--- src/rtl/fetch_sequencer_pkg.sv ---
// Shared types for the fetch/execute sequencer of the 12-bit-address core.
package fetch_sequencer_pkg;

  typedef enum logic [2:0] {
    IDLE       = 3'd0,
    FETCH_REQ  = 3'd1,
    FETCH_WAIT = 3'd2,
    EXECUTE    = 3'd3,
    HALTED     = 3'd4
  } fetch_state_e;

endpackage

--- src/rtl/fetch_timeout_counter.sv ---
// Counts wait cycles for an outstanding fetch; expired is high once the count reaches TIMEOUT.
module fetch_timeout_counter #(
  parameter int TIMEOUT = 15
) (
  input  logic clk,
  input  logic rst_n,
  input  logic clear,
  input  logic enable,
  output logic expired
);

  localparam int CW = $clog2(TIMEOUT + 1);

  logic [CW-1:0] cnt;

  // Saturates at TIMEOUT so a stuck enable can never wrap back to zero.
  always_ff @(posedge clk or negedge rst_n) begin
    if (!rst_n) begin
      cnt <= '0;
    end else if (clear) begin
      cnt <= '0;
    end else if (enable && !expired) begin
      cnt <= cnt + 1'b1;
    end
  end

  assign expired = (cnt == CW'(TIMEOUT));

endmodule

--- src/rtl/fetch_sequencer.sv ---
// Fetch/execute sequencer: drives the instruction-memory handshake and strobes pc_enable on retire.
module fetch_sequencer
  import fetch_sequencer_pkg::*;
#(
  parameter int I_ADDR_W = 12,
  parameter int INSTR_W  = 16,
  parameter int TIMEOUT  = 15,
  parameter int COUNT_W  = 16
) (
  input  logic                clk,
  input  logic                rst_n,
  input  logic                run,
  input  logic                halt_request,
  input  logic [I_ADDR_W-1:0] pc,
  output logic                imem_req,
  output logic [I_ADDR_W-1:0] imem_addr,
  input  logic                imem_ready,
  input  logic                imem_rvalid,
  input  logic [INSTR_W-1:0]  imem_rdata,
  output logic [INSTR_W-1:0]  instr,
  output logic                instr_valid,
  input  logic                exec_done,
  output logic                pc_enable,
  output logic [2:0]          state,
  output logic                halted,
  output logic                fetch_error,
  output logic [COUNT_W-1:0]  retired_count
);

  // Handshake: a fetch is accepted on a cycle where imem_req && imem_ready; the
  // response is the first cycle afterwards with imem_rvalid; an instruction
  // retires on the cycle where instr_valid && exec_done.

  fetch_state_e state_q, state_d;
  logic         wait_clear, wait_enable, wait_expired;
  logic         load_instr, set_error, retire;

  fetch_timeout_counter #(
    .TIMEOUT(TIMEOUT)
  ) u_timeout (
    .clk    (clk),
    .rst_n  (rst_n),
    .clear  (wait_clear),
    .enable (wait_enable),
    .expired(wait_expired)
  );

  always_ff @(posedge clk or negedge rst_n) begin
    if (!rst_n) begin
      state_q <= IDLE;
    end else begin
      state_q <= state_d;
    end
  end

  always_comb begin
    state_d     = state_q;
    wait_clear  = 1'b1;
    wait_enable = 1'b0;
    load_instr  = 1'b0;
    set_error   = 1'b0;
    retire      = 1'b0;
    case (state_q)
      IDLE: begin
        if (halt_request) state_d = HALTED;
        else if (run)     state_d = FETCH_REQ;
      end
      FETCH_REQ: begin
        if (imem_ready) state_d = FETCH_WAIT;
      end
      FETCH_WAIT: begin
        // The counter is held clear everywhere else, so it starts at 0 on entry.
        wait_clear = 1'b0;
        if (imem_rvalid) begin
          load_instr = 1'b1;
          state_d    = EXECUTE;
        end else if (wait_expired) begin
          set_error = 1'b1;
          state_d   = HALTED;
        end else begin
          wait_enable = 1'b1;
        end
      end
      EXECUTE: begin
        if (exec_done) begin
          retire  = 1'b1;
          state_d = halt_request ? HALTED : FETCH_REQ;
        end
      end
      HALTED: begin
        state_d = HALTED;
      end
      default: begin
        state_d = IDLE;
      end
    endcase
  end

  always_ff @(posedge clk or negedge rst_n) begin
    if (!rst_n) begin
      instr         <= '0;
      fetch_error   <= 1'b0;
      retired_count <= '0;
    end else begin
      if (load_instr) instr <= imem_rdata;
      if (set_error)  fetch_error <= 1'b1;
      if (retire)     retired_count <= retired_count + 1'b1;
    end
  end

  assign imem_req    = (state_q == FETCH_REQ);
  assign imem_addr   = imem_req ? pc : '0;
  assign instr_valid = (state_q == EXECUTE);
  assign halted      = (state_q == HALTED);
  assign pc_enable   = retire;
  assign state       = state_q;

endmodule

--- config.mk ---
export PLATFORM = sky130hd
export DESIGN_NAME = fetch_sequencer
export DESIGN_NICKNAME = d
export VERILOG_FILES = /design/src/rtl/fetch_sequencer_pkg.sv /design/src/rtl/fetch_timeout_counter.sv /design/src/rtl/fetch_sequencer.sv
export SDC_FILE = /design/constraint.sdc
export NUM_CORES = 1
export LEC_CHECK = 0
export ABC_AREA = 1
export BUFFER_PORTS_ARGS = -buffer_cell sky130_fd_sc_hd__buf_4
export CAP_MARGIN = 10
export CORE_MARGIN = 4
export CORE_UTILIZATION = 52
export CTS_CLUSTER_SIZE = 12
export DETAILED_ROUTE_END_ITERATION = 8
export PLACE_DENSITY = 0.85
export SLEW_MARGIN = 20
export SYNTH_ARGS = -nofsm -noshare
export SYNTH_HDL_FRONTEND = slang
export SYNTH_HIERARCHICAL = 1
export SYNTH_SLANG_ARGS = --single-unit
export TNS_END_PERCENT = 20
--- constraint.sdc ---
create_clock -name clk -period 2.95 [get_ports clk]
set_input_delay 0.885 -clock clk [delete_from_list [all_inputs] [get_ports clk]]
set_output_delay 0.885 -clock clk [all_outputs]
set_load 0.02 [all_outputs]
# Word-level counts from Yosys, hierarchy flattened
# Index checks and enable logic that the tools add are counted.
totals:
  output_inout_bits: 52
  register_bits: 40
  inputBits: 35
op_classes:
  muxes: 21
  addsub: 2
  n_eq_ne: 10
  reduce_logical: 4
op_table:
  columns: ["cell", "n"]
  rows:
  - ["$mux 3", 7]
  - ["$add 16x1->16 const B", 1]
  - ["$pmux 3 s5", 1]
  - ["$mux 12", 1]
  - ["$mux 1", 10]
  - ["$mux 4", 2]
  - ["$eq 3x2->1 const B", 2]
  - ["$ne 2x1->1 const B", 3]
  - ["$add 4x1->4 const B", 1]
  - ["$eq 4x4->1 const B", 1]
  - ["$reduce_and 4->1", 1]
  - ["$eq 3x1->1 const B", 1]
  - ["$eq 3x3->1 const B", 1]
  - ["$logic_not 3->1", 1]
  - ["$ne 3x2->1 const B", 1]
  - ["$ne 3x3->1 const B", 1]
  - ["$logic_and 1x1->1", 1]
  - ["$logic_not 1->1", 1]

# Depth between registers and ports, before layout
depth:
  ltp_word: 7
  ltp_mapped: 11
  ltp_nobuf: 11

# Hierarchy
# Netlist, hierarchy kept.
by_module_without_submodules:
  columns: ["module", "cells_per_inst", "instances", "seq_area_each_um2", "area_per_inst_um2"]
  rows:
  - ["fetch_sequencer", 252, 1, 900.9, 1955.6]
  - ["fetch_timeout_counter", 29, 1, 100.1, 225.2]

# Least setup slack after synthesis
# No wires, ideal clock.
synth_path:
  kind: "input port to output port"
  from: "in exec_done"
  to: "out pc_enable"
  arrival_time_ns: 1.269
  path_buffers: 1
  cell_stages: 3
  path_slack_ns: 0.796
  path_cell_list: "inv_1 -> nor2_8 -> buf_6"
synth_between:
  elab_chain_len: 2
synth_rtl:
  columns: ["item", "line_no", "source"]
  rows:
  - ["start: declaration", "fetch_sequencer.sv:22", "input logic exec_done,"]
  - ["$mux 1", "fetch_sequencer.sv:85", "if (exec_done) begin"]
  - ["$mux 1", "fetch_sequencer.sv:63", "case (state_q)"]
  - ["end: declaration", "fetch_sequencer.sv:23", "output logic pc_enable,"]
# No other way between the ends.

# Final worst setup path
# Same ends and word-level chain as after synthesis.

==> impl_results.md <==
- Status: finished clean
- XOR/XNOR Fraction of Synth Area: 0.0430
- First-pass GRT wire length: 8130 um
- Peak supply drop: 0.491 mV
- Synth Flop Type: dfrtp_1
- Final WL: 4810 um
- Cts repair resizes: 0
- Largest net degree at the start of global routing: 41
- Reg2reg path depth: 11
- Hold_buf cts: 0
- Die H: 72.8 um
- Design Power: 0.00222 W
- Clk buf depth: 2
- Logic pwr share: 0.458
- Part of the power in registers: 0.376
- Leakage: 1.73 nW
- TritonCTS Buffers: 5
- Vias: 1987
- Rel. slew slack: 0.677
- Max-slew violation count: 0
- Post-Syn Nets: 318
- DR iter-0 viols: 126
- Routability cong.: 0.773
- Post-Layout Cell Count: 421
- # diodes: 0
- Clock root cell: clkbuf_8
- Synth-to-Final Area Change: 34.8%
- Largest family of logic cells by synthesized area: simple AND/OR/NAND/NOR gates
- Worst setup SP type: primary input
- Post-synth EDFFs: 0
- Routed Antenna Nets: 0
- Max Cap Viol: 0
- Fillcell total: 320
- Fmax: 0.423 GHz
- Sequential area share after synthesis: 0.459
- DP HPWL: 3840 um
- Cell Area, Synth: 0.00218 mm2
- Worst setup startpoint: exec_done
- Final period util: 0.802
- Vias/cell: 4.72
- Starting Density: 0.541
- WP data required: 2.07 ns
- Routed WL per cell: 11.4 um
- CORE AREA: 0.00403 mm2
- DR pass1 iterations: 4
- Number of instances in the placed design: 413
- CP endpoint kind: output pin
- Synth Area in Adders: 0.0115
- Clock power share: 0.166
- Yosys cell types: 28
- Syn avg cell area: 7.76 um2
- Synth Area in Simple Gates: 0.381
- Post-route design area: 0.00294 mm2
- GRT Total Usage: 0.194
- Layout Nets: 407
- Seq cells post-synth: 40
- Tightest Hold Check Type: reg2reg
- RSZ-0062 raised after global routing: false
- Crit-path max FO: 13
- Share of flip-flops with an asynchronous set or reset: 1.00
- Clock net sink count: 40
- Clock transition at the registers of the reported paths: 0.06 ns
- Hold Crit Start: instr[7]
- Int Pwr: 0.00130 W
- Clock latency at the later pin of the worst-skew pair: 0.29 ns
- Switching pwr: 0.000916 W
- Total setup buffers inserted after CTS: 0
- DIE AREA: 0.00529 mm2
- # rows: 23
- GRT overflow: 0
- Hold Path Depth: 2
- TritonCTS clock tree: built
- Fin Clk Skew: 0.00683 ns
- PwrDens: 754 mW/mm2
- Reg-to-reg critical path startpoint: u_timeout/cnt[0]
- Layout cells sized above 1: 0.305
- Met2 usage in global routing: 0.340
- Final setup violation count: 0
- DRC: 0
- H-tree Lvls: 2
- Kind of critical path: in2out
- Switching Fraction: 0.413
- Synth Instances: 281
- Post-placement cell area: 0.00285 mm2
- Worst Tran Pin Value: 0.485 ns
- Synth Warn #: 6
- Setup TNS: 0 ns
- CP Data Arrival Time: 1.48 ns
- Vias in the first global route: 1894
- Met3 usage: 0.0427
- Die width: 72.8 um
- Initial antenna violation count: 0
- GRT Max-Usage Layer: met2
- I/O pin total: 87
- Post-synthesis mux area share: 0
- Final Hold Viols: 0
- Compound-cell area share of the yosys netlist: 0.0264
- Buffers added on ports: 86
- Final min period: 2.36 ns
- Met1 usage: 0.235
==> cell type report <==
class / instances / area, um2 / area share
multi-input cells: 202 / 1010 / 0.343
inverters: 35 / 134 / 0.0455
clock buffers: 8 / 90.1 / 0.0306
flip-flops and latches: 40 / 1000 / 0.340
repair buffers: 86 / 646 / 0.220
well taps: 50 / 62.6 / 0.0213
==> power groups by stage <==
stage / clock network (W) / logic (W) / registers [W]
finish: 0.000369 / 0.00102 / 0.000833
global route: 0.000397 / 0.00111 / 0.000857
CTS: 0.000375 / 0.00103 / 0.000835
detailed placement: 0 / 0.00103 / 0.000839
global placement: 0 / 0.00100 / 0.000837
floorplan: 0 / 0.000430 / 0.00101
==> registers in the layout, summed over array words and instances, names as in the netlist <==
| name | cells |
|---|---|
| fetch_error | 1 |
| instr | 16 |
| retired_count | 16 |
| state | 3 |
| u_timeout/cnt | 4 |
==> metal layers <==
layer | share of wire | up-vias
met5 | 0 | -
met4 | 0.011 | 0
met3 | 0.061 | 5
met2 | 0.52 | 54
met1 | 0.41 | 900
li1 | - | 1028
==> synth_stat cells, types with 2 or more instances <==
cell | instances | area, um2
nand3_1 | 8 | 40.0
nand3_2 | 2 | 20.0
dfrtp_1 | 40 | 1000
nor2_4 | 3 | 33.8
nor2_1 | 37 | 139
inv_2 | 2 | 7.51
o21ai_0 | 5 | 25.0
buf_6 | 3 | 33.8
nand2_4 | 2 | 22.5
nand4_1 | 4 | 25.0
xnor2_1 | 3 | 26.3
nand2_2 | 2 | 12.5
nand2_1 | 115 | 432
nand3b_1 | 3 | 22.5
xor2_1 | 4 | 35.0
nor2_8 | 3 | 60.1
ha_1 | 2 | 25.0
a21oi_1 | 2 | 10.0
inv_1 | 32 | 120
==> cell families (layout without fill, tap and decap cells) <==
family | after synthesis | in the layout
xor gates and xnor gates | 9 | 9
and+or+nand+nor | 181 | 181
AOI/OAI and AO/OA | 10 | 10
adders and majority gates | 2 | 2
buffers and inverters | 39 | 129
DFF | 40 | 40
==> path summary, 6_finish.rpt <==
path / to / slack [ns]
min reg2reg: instr[7] / 0.47
max reg2reg: u_timeout/cnt[0] / 1.39
max in group asynchronous: instr[12] / 2.05
max: pc_enable / 0.59
min: instr[7] / 0.47
min in group asynchronous: retired_count[3] / 0.55
==> metrics by stage <==
step                 util  hold WS, ns  setup WS (ns)
floorplan               -        0.489          0.796
finish              0.730        0.468          0.585
CTS                 0.730        0.476          0.577
global placement    0.707        0.456          0.585
global route        0.730        0.501          0.466
detailed placement  0.707        0.459          0.578
==> cells in the final DEF, fill, tap and decap left out, types with 3 or more instances in the layout <==
cell / n
buf_4: 86
clkbuf_8: 6
dfrtp_1: 40
inv_1: 32
nand2_1: 115
nand3_1: 8
nand3b_1: 3
nand4_1: 4
nor2_1: 37
nor2_4: 3
nor2_8: 3
o21ai_0: 5
xnor2_1: 3
xor2_1: 4
==> critical path, cell delays in order <==
cell and delay, ns:
buf_4 0.09, inv_1 0.08, nor2_8 0.24, buf_4 0.19
(Power assumes the default switching activity.)
